## config.mk

```make
export PLATFORM = sky130hd
export DESIGN_NAME = serial_add_ctrl
export DESIGN_NICKNAME = d
export VERILOG_FILES = /design/src/rtl/serial_add_ctrl.sv
export SDC_FILE = /design/constraint.sdc
export NUM_CORES = 1
export LEC_CHECK = 0
export BUFFER_PORTS_ARGS = -buffer_cell sky130_fd_sc_hd__buf_2
export CAP_MARGIN = 20
export CORE_MARGIN = 3
export CORE_UTILIZATION = 25
export CTS_CLUSTER_SIZE = 28
export DETAILED_ROUTE_END_ITERATION = 12
export PLACE_DENSITY_LB_ADDON = 0.3
export REMOVE_ABC_BUFFERS = 1
export SLEW_MARGIN = 20
export SYNTH_ARGS = -nofsm -noshare
export SYNTH_HDL_FRONTEND = slang
export SYNTH_SLANG_ARGS = --single-unit
```

## constraint.sdc

```tcl
create_clock -name clk -period 1.7 [get_ports clk]
set_input_delay 0 -clock clk [delete_from_list [all_inputs] [get_ports clk]]
set_output_delay 0 -clock clk [all_outputs]
set_load 0.02 [all_outputs]
```

## src/rtl/serial_add_ctrl.sv

```systemverilog
// serial_add_ctrl: bit-serial adder controller built around one shared
// one-bit full-adder cell (src2). The operands are latched on a start
// handshake. They are added LSB first, one bit per clock, with a
// registered carry. The result is published with a one-cycle done pulse.
//
// Ports:
//   clk   - rising-edge clock
//   rst   - synchronous active-high reset
//   start - add request, accepted only while ready=1
//   a_in  - operand A, sampled on the accept edge
//   b_in  - operand B, sampled on the accept edge
//   cin   - carry-in, sampled on the accept edge
//   ready - high only in IDLE
//   busy  - high only in RUN
//   done  - one-cycle pulse, high only in DONE
//   sum   - last completed result, held between operations
//   cout  - carry-out of the last completed result, held

// src2: one-bit full adder (x = sum, y = carry).
//   a, b, c - addend bits and carry-in
//   x       - sum bit
//   y       - carry-out bit
module src2 (
    input  logic a,
    input  logic b,
    input  logic c,
    output logic x,
    output logic y
);
    assign x = a ^ b ^ c;
    assign y = (a & b) | (c & (a ^ b));
endmodule

module serial_add_ctrl #(
    parameter int unsigned WIDTH = 8
) (
    input  logic             clk,
    input  logic             rst,
    input  logic             start,
    input  logic [WIDTH-1:0] a_in,
    input  logic [WIDTH-1:0] b_in,
    input  logic             cin,
    output logic             ready,
    output logic             busy,
    output logic             done,
    output logic [WIDTH-1:0] sum,
    output logic             cout
);

    // The counter must hold WIDTH-1 without wrapping.
    localparam int unsigned CNT_W = $clog2(WIDTH + 1);

    typedef enum logic [1:0] {
        S_IDLE = 2'd0,
        S_RUN  = 2'd1,
        S_DONE = 2'd2
    } state_t;

    state_t             state_q, state_d;
    logic [WIDTH-1:0]   opa_q, opa_d;
    logic [WIDTH-1:0]   opb_q, opb_d;
    logic [WIDTH-1:0]   acc_q, acc_d;
    logic [WIDTH-1:0]   sum_q, sum_d;
    logic               carry_q, carry_d;
    logic               cout_q, cout_d;
    logic [CNT_W-1:0]   cnt_q, cnt_d;

    logic               x_c;
    logic               y_c;
    logic               last_bit_c;
    logic [WIDTH-1:0]   acc_next_c;

    // The shared full-adder cell works on the current LSBs and the carry.
    src2 u_fa (
        .a (opa_q[0]),
        .b (opb_q[0]),
        .c (carry_q),
        .x (x_c),
        .y (y_c)
    );

    // Sum bits enter at the MSB, so after WIDTH shifts the LSB sits at bit 0.
    if (WIDTH == 1) begin : g_acc_w1
        assign acc_next_c = x_c;
    end else begin : g_acc_wn
        assign acc_next_c = {x_c, acc_q[WIDTH-1:1]};
    end

    assign last_bit_c = (state_q == S_RUN) && (cnt_q == CNT_W'(WIDTH - 1));

    // State register.
    always_ff @(posedge clk) begin
        if (rst) begin
            state_q <= S_IDLE;
        end else begin
            state_q <= state_d;
        end
    end

    // Next-state logic.
    always_comb begin
        state_d = state_q;
        unique case (state_q)
            S_IDLE:  if (start)      state_d = S_RUN;
            S_RUN:   if (last_bit_c) state_d = S_DONE;
            S_DONE:                  state_d = S_IDLE;
            default:                 state_d = S_IDLE;
        endcase
    end

    // Handshake outputs decode directly from the state register.
    always_comb begin
        ready = 1'b0;
        busy  = 1'b0;
        done  = 1'b0;
        unique case (state_q)
            S_IDLE:  ready = 1'b1;
            S_RUN:   busy  = 1'b1;
            S_DONE:  done  = 1'b1;
            default: ready = 1'b0;
        endcase
    end

    // Datapath: latch on accept, shift one bit per RUN cycle, publish on the last bit.
    always_comb begin
        opa_d   = opa_q;
        opb_d   = opb_q;
        acc_d   = acc_q;
        carry_d = carry_q;
        cnt_d   = cnt_q;
        sum_d   = sum_q;
        cout_d  = cout_q;
        unique case (state_q)
            S_IDLE: begin
                if (start) begin
                    opa_d   = a_in;
                    opb_d   = b_in;
                    carry_d = cin;
                    cnt_d   = '0;
                end
            end
            S_RUN: begin
                opa_d   = opa_q >> 1;
                opb_d   = opb_q >> 1;
                acc_d   = acc_next_c;
                carry_d = y_c;
                cnt_d   = cnt_q + CNT_W'(1);
                if (last_bit_c) begin
                    sum_d  = acc_next_c;
                    cout_d = y_c;
                end
            end
            default: begin
                opa_d = opa_q;
            end
        endcase
    end

    // Datapath registers.
    always_ff @(posedge clk) begin
        if (rst) begin
            opa_q   <= '0;
            opb_q   <= '0;
            acc_q   <= '0;
            carry_q <= 1'b0;
            cnt_q   <= '0;
            sum_q   <= '0;
            cout_q  <= 1'b0;
        end else begin
            opa_q   <= opa_d;
            opb_q   <= opb_d;
            acc_q   <= acc_d;
            carry_q <= carry_d;
            cnt_q   <= cnt_d;
            sum_q   <= sum_d;
            cout_q  <= cout_d;
        end
    end

    assign sum  = sum_q;
    assign cout = cout_q;

endmodule

```

* Word-level counts from Yosys, hierarchy flattened
Cells that the tools add are included.
Word-level totals: RAM bits 0, latch bits 0, input port bits 20, output and inout bits 12, memory bits (read-only) 0, memories 0, register bits 40
Operators by class: equality and inequality tests 5, magnitude comparators 0, muxes and demuxes 14, bitwise logic cells 5, shifts and indexed selects 0, multiply operators 0, div/mod/pow operators 0, $add $sub $neg 1, reductions and logical operators 6
Operator list (number):
- 8-bit case mux with 2 select lines | 2
- 8-bit 2-to-1 mux | 2
- 4-bit case mux with 2 select lines | 1
- 2-bit AND reduction | 3
- 4-bit by 1-bit adder with 4-bit output (second input constant) | 1
- 4-bit by 3-bit == test with 1-bit output (second input constant) | 1
- 1-bit 2-to-1 mux | 4
- 2-bit 2-to-1 mux | 2
- 4-bit 2-to-1 mux | 1
- 2-bit != test (second input constant) | 2
- 2-bit case mux with 2 select lines | 1
- 1-bit bitwise AND | 2
- 2-bit by 1-bit == test with 1-bit output (second input constant) | 1
- 2-bit == test (second input constant) | 1
- 2-bit zero test | 1
- 1-bit case mux with 2 select lines | 1
- 2-bit nonzero test | 1
- 1-bit XOR | 2
- 1-bit logical AND | 1
- 1-bit bitwise OR | 1

* Depth between registers and ports, before layout
word-level depth 4, gate-level depth with buffers 7, depth with buffers taken out 4

* By module
From an unflattened synthesis, not the netlist that was laid out.
Second synthesis, totals: cells, all modules 210, area, all modules 1765.4 um^2
By module, submodules not included:
- serial_add_ctrl | cells an instance 209, area each 1745.4 um^2, seq. area each 780.7 um^2, instances 1
- src2 | cells an instance 1, area each 20.0 um^2, seq. area each 0.0 um^2, instances 1

* Least setup slack after synthesis
No wires, ideal clock.
path type register to register, start point register state_q[0], end point register opa_q[7], required time 1.635 ns, path buffers 2, setup slack 0.466 ns, clock period less this slack 1.234 ns, library setup time 0.065 ns, stages on the path, launching flop included 6, arrival 1.169 ns, path through dfxtp_1 > buf_6 > buf_2 > nor2_1 > a32oi_1 > nor2_1
Between the ends: longest elaborated chain between the ends 3, elaborated cells on any way between the ends 6, those cells by class eq/ne: 2; mux: 1; reduce/logical: 3
Ends and longest elaborated chain:
- start, declared | line 59 | state_t state_q, state_d;
- start signal, assigned | line 96 | state_q <= state_d;
- 2-bit by 1-bit == test with 1-bit output or 2-bit zero test (tied branches) | line 133 | unique case (state_q)
- 2-bit nonzero test (no source line) or 2-bit != test (tied branches)
- 2-bit AND reduction (no source line)
- end signal, assigned | line 170 | opa_q <= opa_d;
- end, declared | line 60 | logic [WIDTH-1:0] opa_q, opa_d;
Parallel ways exist; a longest one is shown, timed or not. A chain may end at the register's enable or synchronous reset.

* Worst setup path in the final report
start point register state_q[1], end point output port busy
Between the ends: longest elaborated chain between the ends 2
Ends and longest elaborated chain:
- 2-bit by 1-bit == test with 1-bit output | line 116 | unique case (state_q)
- 1-bit 2-to-1 mux | line 116
- end, declared | line 44 | output logic busy,
Every way passes these cells.

==> results.cfg <==
[clock_network]
cts_resized = 0
cts_root_buffer = clkbuf_8
h-tree-depth = 2
tritoncts = built
cts_buffer_depth = 2
clk_pin_slew_ns = 0.08
clock-sinks = 39
clkLatencyLatePin_ns = 0.29
cts_buffers = 5

[finish]
mostFrequentLayoutCells = dfxtp_1, buf_2, nor2_1, nand2_1, a211oi_1
area_growth_syn_to_layout_pct = 20.6
n_antenna_cell = 0
stdcell_count = 295
mostFrequentLayoutCell = dfxtp_1
post-route-util_pct = 31.3
drive_above_1_share_pct = 20.6
num-nets-final = 239

[global_routing]
antenna_found_initial = 0
grt_pass1_vias = 1423
grt-ovfl-total = 0
track_usage_pct = 11.2
grt_pass1_wl_mm = 6.73
grt_max_degree = 40

[job]
max_cap_viol_count = 0

[setup_path]
critical_path.slowest_cell = dfxtp_1
cp-start-kind = register
crit_path_max_fanout = 20
r2r_cells = 4
crit_chain = nand2b_4 -> inv_2 -> buf_2
r2r_end = sum[0]
critPathKind = register to primary output
cp-end-kind = primary output
r2r_slack_ns = 0.30
crit_buf_inv = 2
rr_startpoint = cnt_q[0]
worstPathArrival_ns = 1.46
cp_top_family = buffers and inverters
critPathMaxStageDelay_ns = 0.35
worstPathRequired_ns = 1.70

[hold_path]
hold_path.class = input port to register
hp-start = b_in[4]
hold-path-endpoint = opb_q[4]
whs_path_depth = 3

[die]
fp-row-count = 29
die_area_sq_um = 7630
ios = 32
start_util_pct = 25.9
die_h_um = 87.4
dieWidth_um = 87.4
core-area_sq_um = 6390

[pwr]
clkPwrFrac_pct = 43.9
switching_share_pct = 23.1
combPwrFrac_pct = 9.5
p_leak_nw = 0.754
seqPwrFrac_pct = 46.6
p_sw_mw = 0.488
cell_internal_pwr_mw = 1.62
peakVddDrop_mv = 0.329
power_density_nw_per_um2 = 1060
power.total_mw = 2.11

[yosys]
ys_seq_elements = 39
synth_top_family_by_area = compound AO/OA/AOI/OAI gates
synth.avg_cell_area_sq_um = 8.71
synth_xor_area_share_pct = 0
syn_inst = 190
yosysWarnings = 0
synthMuxAreaShare_pct = 0
synth_area_sq_um = 1660
synth_fa_ha_area_share_pct = 1.97
ys_types = 28
synth_compound_area_share_pct = 27.0
yosys.area_share.simple_pct = 17.4
synth_seq_area_share_pct = 47.2

[timing]
rsz0062_at_grt = false
finalHoldViolations = 0
min_period_ns = 1.46
finalSetupViolCount = 0
max_slew_margin_pct = 51.6
setup-tns-final_ns = 0
setup_ws_ns = 0.245
finalCritPeriodShare_pct = 85.6
tightestPinTransition_ns = 0.726
maxSlewViolCount = 0
clock.fmax_mhz = 687
clock-skew-final_ns = 0.00792

[place]
portBuffers = 31
place_congestion = 0.709
dpl.hpwl_mm = 2.58
place_ws_ns = 0.311
placed_cells = 285

[drt]
drc = 0
wl_per_cell_um = 13.3
avgViaCountPerCell = 4.91
drt-total-wl_mm = 3.93
drtIter0Drc = 69
postRouteAntennaNets = 0
first_pass_iters = 4
vias = 1447

[run_status]
outcome = finished, final reports clean
[power by group through the flow]
stage | registers (mW) | clock network, mW | logic (mW)
floorplan | 1.00 | 0 | 0.116
global placement | 1.01 | 0 | 0.199
detailed placement | 1.01 | 0 | 0.200
CTS | 0.984 | 0.954 | 0.205
global route | 0.991 | 0.992 | 0.234
finish | 0.984 | 0.928 | 0.201
[worst min-delay path: cells and delay by family]
kind	cells	cell delay, ns
AOI/OAI and AO/OA	2	0.19
buffers and inverters	1	0.10
[area by class of cell]
type,count,area [sq um]
Clock buffer,5,68.8
Clock inverter,3,67.6
Fill cell,707,4390
Inverter,3,11.3
Multi-Input combinational cell,131,767
Sequential cell,39,781
Tap cell,77,96.3
Timing Repair Buffer,37,205
[stage by stage]
stage          instance area (sq um)  hold slack, ns
2_1_floorplan                   1560          0.0691
3_3_place_gp                    1840           0.279
3_5_place_dp                    1840           0.284
4_1_cts                         2000          0.0393
5_1_grt                         2000          0.0548
6_report                        2000          0.0480
[cells by family (layout without fill, tap and decap cells)]
| family | count (synthesis) | after routing |
|---|---|---|
| adder cells (fa/ha/maj) | 2 | 2 |
| buffers and inverters | 20 | 48 |
| AND/OR/NAND/NOR | 65 | 65 |
| flip-flops | 39 | 39 |
| AO/OA/AOI/OAI | 64 | 64 |
[timing repair]
action / 4_1_cts / 5_1_grt
hold buffers: 2 / 0
hold endpoints to repair: 2 / 0
buffers inserted: 0 / 0
[layer usage]
metal	GRT usage [%]	up-vias	wire, um
met2	16.8	20	1820
met3	3.88	5	176
li1	-	738	-
met4	3.77	0	34
met1	14.8	684	1900
met5	0	-	0
[flip-flops by register name, indices dropped and copies added (netlist names)]
name     flops
acc_q        7
opa_q        8
carry_q      1
cnt_q        4
opb_q        8
state_q      2
sum          8
cout         1
[cell usage after synthesis]
master,number,share of area [%]
clkbuf_1,8,1.8
o22ai_1,6,2.3
nand2b_1,1,0.38
buf_2,5,1.5
a211oi_1,17,7.7
a22oi_1,1,0.45
buf_6,3,2.0
nor2_1,30,6.8
buf_4,1,0.45
fa_1,1,1.2
o2bb2ai_1,9,4.8
nand2b_4,1,0.83
o31ai_1,9,4.1
inv_1,2,0.45
a31oi_1,2,0.76
o21bai_1,1,0.45
o21ba_1,1,0.60
and3b_1,1,0.53
a21oi_1,16,4.8
or3_1,1,0.38
nand2_1,17,3.9
nor4_1,1,0.38
nand3b_1,2,0.91
ha_1,1,0.76
nand3_1,11,3.3
dfxtp_1,39,47
a32oi_1,2,1.1
inv_2,1,0.23
[worst max path at each step]
stage	cells after the start	startpoint	end	slack, ns
global placement	4	cnt_q[0]	sum[0]	0.32
finish	3	state_q[1]	busy	0.24
floorplan	4	state_q[0]	cnt_q[0]	0.28
global route	4	cnt_q[0]	sum[0]	0.11
detailed placement	4	cnt_q[0]	sum[0]	0.31
CTS	3	state_q[1]	busy	0.23
No activity file was read; power rests on OpenSTA's default activity.
